<file path="src/rtl/bsg_mul_iterative_scheduler.sv">
// Round-robin front end sharing one iterative multiplier among els_p requesters.
// Optional performance counters are enabled by defining BSG_MUL_SCHED_PERF_CNT_EN.
//   state | meaning
//   eIDLE | accepting; cyclic-scan winner from rr_ptr_r drives the multiplier
//   eBUSY | one operation outstanding; result routed to tag_r until consumed
module bsg_mul_iterative_scheduler #(
  parameter  int els_p        = 4,
  parameter  int width_p      = 32,
  parameter  int full_sized_p = 1,
  localparam int res_w        = (full_sized_p != 0) ? 2*width_p : width_p,
  localparam int tag_w        = $clog2(els_p)
) (
  input  logic                     clk_i,
  input  logic                     reset_i,

  input  logic [els_p-1:0]         req_v_i,
  output logic [els_p-1:0]         req_ready_o,
  input  logic [els_p*width_p-1:0] req_opA_i,
  input  logic [els_p*width_p-1:0] req_opB_i,
  input  logic [els_p-1:0]         req_opA_signed_i,
  input  logic [els_p-1:0]         req_opB_signed_i,

  output logic [els_p-1:0]         res_v_o,
  output logic [res_w-1:0]         res_data_o,
  input  logic [els_p-1:0]         res_yumi_i,

  output logic                     mul_v_o,
  output logic [width_p-1:0]       mul_opA_o,
  output logic [width_p-1:0]       mul_opB_o,
  output logic                     mul_opA_signed_o,
  output logic                     mul_opB_signed_o,
  input  logic                     mul_ready_i,

  input  logic                     mul_v_i,
  input  logic [res_w-1:0]         mul_result_i,
  output logic                     mul_yumi_o
`ifdef BSG_MUL_SCHED_PERF_CNT_EN
  ,
  output logic [31:0]              perf_ops_o,
  output logic [31:0]              perf_busy_o
`endif
);

  typedef enum logic {eIDLE, eBUSY} state_e;

  state_e           state_r, state_n;
  logic [tag_w-1:0] rr_ptr_r, rr_ptr_n;
  logic [tag_w-1:0] tag_r, tag_n;
  logic [tag_w-1:0] winner, cand;
  logic [tag_w:0]   scan_idx;
  logic             found;
  logic             any_v;

  assign any_v = |req_v_i;

  // Cyclic priority scan: first valid requester at or after rr_ptr_r.
  always_comb begin
    winner   = rr_ptr_r;
    found    = 1'b0;
    scan_idx = '0;
    cand     = '0;
    for (int k = 0; k < els_p; k++) begin
      scan_idx = {1'b0, rr_ptr_r} + (tag_w+1)'(k);
      if (scan_idx >= (tag_w+1)'(els_p))
        scan_idx = scan_idx - (tag_w+1)'(els_p);
      cand = scan_idx[tag_w-1:0];
      if (!found && req_v_i[cand]) begin
        winner = cand;
        found  = 1'b1;
      end
    end
  end

  assign mul_opA_o        = req_opA_i[winner*width_p +: width_p];
  assign mul_opB_o        = req_opB_i[winner*width_p +: width_p];
  assign mul_opA_signed_o = req_opA_signed_i[winner];
  assign mul_opB_signed_o = req_opB_signed_i[winner];
  assign res_data_o       = mul_result_i;

  always_ff @(posedge clk_i or posedge reset_i) begin
    if (reset_i) begin
      state_r  <= eIDLE;
      rr_ptr_r <= '0;
      tag_r    <= '0;
    end else begin
      state_r  <= state_n;
      rr_ptr_r <= rr_ptr_n;
      tag_r    <= tag_n;
    end
  end

  always_comb begin
    state_n     = state_r;
    rr_ptr_n    = rr_ptr_r;
    tag_n       = tag_r;
    req_ready_o = '0;
    res_v_o     = '0;
    mul_v_o     = 1'b0;
    mul_yumi_o  = 1'b0;
    case (state_r)
      eIDLE: begin
        mul_v_o = any_v;
        if (any_v && mul_ready_i) begin
          req_ready_o[winner] = 1'b1;
          tag_n    = winner;
          rr_ptr_n = (winner == tag_w'(els_p-1)) ? '0 : winner + 1'b1;
          state_n  = eBUSY;
        end
      end
      eBUSY: begin
        res_v_o[tag_r] = mul_v_i;
        mul_yumi_o     = mul_v_i & res_yumi_i[tag_r];
        if (mul_v_i && res_yumi_i[tag_r])
          state_n = eIDLE;
      end
    endcase
    // Handshake outputs stay quiet for the whole reset pulse, not just after the edge.
    if (reset_i) begin
      req_ready_o = '0;
      res_v_o     = '0;
      mul_v_o     = 1'b0;
      mul_yumi_o  = 1'b0;
    end
  end

`ifdef BSG_MUL_SCHED_PERF_CNT_EN
  logic [31:0] perf_ops_r, perf_busy_r;

  always_ff @(posedge clk_i or posedge reset_i) begin
    if (reset_i) begin
      perf_ops_r  <= '0;
      perf_busy_r <= '0;
    end else begin
      if (mul_yumi_o && (perf_ops_r != '1))
        perf_ops_r <= perf_ops_r + 32'd1;
      if ((state_r == eBUSY) && (perf_busy_r != '1))
        perf_busy_r <= perf_busy_r + 32'd1;
    end
  end

  assign perf_ops_o  = perf_ops_r;
  assign perf_busy_o = perf_busy_r;
`endif

endmodule

</file>
<file path="config.mk">
export PLATFORM = sky130hd
export DESIGN_NAME = bsg_mul_iterative_scheduler
export DESIGN_NICKNAME = d
export VERILOG_FILES = /design/src/rtl/bsg_mul_iterative_scheduler.sv
export SDC_FILE = /design/constraint.sdc
export NUM_CORES = 1
export LEC_CHECK = 0
export ABC_AREA = 1
export BUFFER_PORTS_ARGS = -buffer_cell sky130_fd_sc_hd__clkbuf_2
export CORE_AREA = 2 2 189 191
export CTS_BUF_LIST = sky130_fd_sc_hd__clkbuf_4 sky130_fd_sc_hd__clkbuf_8 sky130_fd_sc_hd__clkbuf_16
export DETAILED_ROUTE_END_ITERATION = 10
export DIE_AREA = 0 0 191 193
export PLACE_DENSITY = 0.46
export SLEW_MARGIN = 20
export SYNTH_ARGS = -nofsm -noshare
export SYNTH_HDL_FRONTEND = slang
export SYNTH_SLANG_ARGS = --single-unit
</file>
<file path="constraint.sdc">
create_clock -name clk_i -period 2.6 [get_ports clk_i]
set_input_delay 0.39 -clock clk_i [delete_from_list [all_inputs] [get_ports clk_i]]
set_output_delay 0.39 -clock clk_i [all_outputs]
set_load 0.02 [all_outputs]
</file>
==> metrics.txt <==
outcome finished, violations left; violated checks setup timing; global routing usage on met1 0.1646; Critical Setup Path Class flop to output port; post-layout power 16.98 mW; unrepaired setup endpoints after global routing true; pin count of the biggest net entering global routing 62; ratio of routed vias to standard cells 4.322; switching share of power 0.5613; CTS tree done; clock skew 0.1836 ps; die span in x 191 µm; met2 Resource Use GR 0.2304; effective utilization at floorplan 0.1186; RePlAce Congestion 0.8189; Arr. time, crit path 2300 ps; peak ir drop on the vdd network 1.028 mV; final HPWL from detailed placement 18070 µm; Site Rows 69; final routed wirelength across all metal layers 31630 µm; switching power of the nets 9.534 mW; type of destination of the critical path output port; final number of max-transition violations 0; Most Frequent Cell on Critical Path nand2_1; share of the yosys chip area belonging to registers 0.03018; layout cells sized above 1 0.4620; most utilized layer in the global route result met2; Worst Path Buf+Inv 7; setup tns final -2500 ps; total via count in the routed design 6998; first-pass GRT wire length 37410 µm; Layout Area Growth over Synthesis 90.13%; Highest Clock Rate 371.4 MHz; CTS Root Cell clkbuf_16; height of the die 193 µm; via count of the first global-routing pass 6206; number of register bits inferred by synthesis 5; worst path setup slack after routing -92.36 ps; clock transition at the register clock pins on the worst setup and hold paths after CTS 30 ps; count of final setup violators 66; Avg Inst Size Synth 4.848 µm²; combinational share of power 0.975; met3 Use GR 0.02824; post-placement setup slack 79.65 ps; cell count after synthesis 855; total global routing overflow 0; top fanout value on the critical path 7; synth unique cells 22; Least-Margin Pin Slew 297.9 ps; design internal power 7.451 mW; TritonCTS Buffers 3; DR pass1 iterations 5; Layout Nets 1500; static power due to leakage 4.576 nW; element type at the critical path start flop; sequential share of power 0.010; number of levels the H-tree was split into 1; count of unresolved DRC violations after routing 0; post-synthesis cell area 4145 µm²; antenna violations before repair 0; number of non-filler instances in the completed layout 1619; source-to-sink clock delay at the later pin of the worst-skew pair 220 ps; final critical-path share of the clock period 1.036; Routed Antenna Nets 0; max-slew headroom at the worst pin 0.8008; Yosys warnings 0; number of ports placed on the die boundary 480; initial detailed-routing violation count 405; number of maximum-capacitance constraint violations 0; All-Layer GR Usage 0.1321; required time of the critical path 2210 ps; largest stage delay on the critical path 400 ps; minimum clock period 2692 ps; clock share of power 0.015; cell count after placement 1552; Clock Sink Count 5; worst-path cell with the longest stage delay dfrtp_1; core area 34960 µm²; class of the most critical hold timing path input port to async pin; Max Root-Sink Buffers 2; number of I/O port buffers 351; Mapped Nets 1196; Die ar. 36860 µm²; antenna fix cells 0; power per unit of standard cell area 2155 nW/µm²; crit-path cells inv_2 > buf_6 > nand2_1 > nand2_1 > nand2_1 > nand2_2 > nand2_4 > inv_4 > nand2_8 > nand2_8 > buf_12 > buf_12 > clkbuf_16 > nand3_2 > nand2_1 > nand2_1 > nand2_1 > clkbuf_8; average wire length per cell after detail routing 19.53 µm; number of failing hold endpoints at the final stage 0; Worst path top cell family by delay buffers and inverters
==> flip-flops by register name, indices dropped and copies added (netlist names) <==
| signal | cells |
|---|---|
| rr_ptr_r | 2 |
| state_r | 1 |
| tag_r | 2 |
==> metrics by stage <==
stage / cell area [µm²] / util / hold slack (ps)
6_report: 7881 / 0.2254 / 69.23
5_1_grt: 7881 / 0.2254 / 97.12
4_1_cts: 6895 / 0.1972 / 79.18
3_5_place_dp: 5906 / 0.1689 / 314.5
3_3_place_gp: 5906 / 0.1689 / 310.8
2_1_floorplan: 4145 / - / 176.6
==> synth_stat cells (all sizes together) <==
cell / instances / area, µm²
a21oi: 1 / 5.000
dfrtp: 5 / 125.1
nor4: 1 / 6.260
nand2: 396 / 1519
inv: 15 / 56.30
a31oi: 2 / 12.51
a22oi: 1 / 7.510
nand3: 279 / 1396
clkbuf: 11 / 41.29
o21ai: 4 / 20.01
buf: 126 / 882.1
ha: 1 / 12.51
nor3: 4 / 20.02
nor2: 9 / 41.29
==> repair_timing <==
item / CTS / global route
pin swaps: 13 / 23
gates resized for setup: 81 / 174
setup buffers: 16 / 10
hold buffers: 0 / 0
endpoints found under the setup margin: 70 / 70
cloned: 15 / 23
==> final cells by class <==
cell class,instances,area (µm²)
inverter,15,58.81
tap,461,576.8
fill,4042,27080
clock buffer,4,82.58
timing repair buffer,435,3583
sequential,5,125.1
multi-input combinational,699,3455
==> final timing paths <==
path	start	endpoint	slack (ps)	depth (start not counted)
max	rr_ptr_r[0]	mul_opA_o[3]	-90	18
min	reset_i	state_r	70	2
min in group clk_i	mul_v_i	state_r	540	4
max reg2reg	rr_ptr_r[0]	rr_ptr_r[1]	400	16
min reg2reg	state_r	state_r	580	2
max in group asynchronous	reset_i	rr_ptr_r[1]	2340	2
==> power groups by stage <==
stage	Sequential, mW	Combinational (mW)	Clock [mW]
after floorplan	0.148	7.79	0
after global placement	0.167	11.0	0
after detailed placement	0.170	11.0	0
after CTS	0.165	13.8	0.266
after global routing	0.173	17.8	0.272
final	0.166	16.6	0.262
==> layer usage <==
| metal | vias to the layer above | routed length (µm) |
|---|---|---|
| met4 | 0 | 809 |
| met1 | 3209 | 12950 |
| met2 | 385 | 15490 |
| met3 | 58 | 2371 |
| li1 | 3346 | - |
| met5 | - | 0 |
==> cell families after synthesis <==
kind of cell / share of synthesized area
simple gates: 0.7196
buf+inv: 0.2363
fa+ha+maj: 0.003018
flops: 0.03018
compound gates: 0.01086
==> placed cells by master, fill, tap and decap left out, drive strengths merged <==
cell type | netlist | routed
nand3 | 279 | 279
nor2 | 9 | 9
dfrtp | 5 | 5
ha | 1 | 1
nor4 | 1 | 1
clkbuf | 11 | 317
buf | 126 | 122
nand2 | 396 | 397
o21ai | 4 | 4
a31oi | 2 | 2
a21oi | 1 | 1
nor3 | 4 | 4
a22oi | 1 | 1
inv | 15 | 15
==> worst register-to-register path: cells and delay by family (launching register included) <==
family | cells | cell delay [ps]
flip-flops | 1 | 400
adder cells (fa/ha/maj) | 1 | 300
AO/OA/AOI/OAI | 1 | 50
buffers and inverters | 5 | 620
AND/OR/NAND/NOR | 9 | 700
No activity file was read; power rests on OpenSTA's default activity.
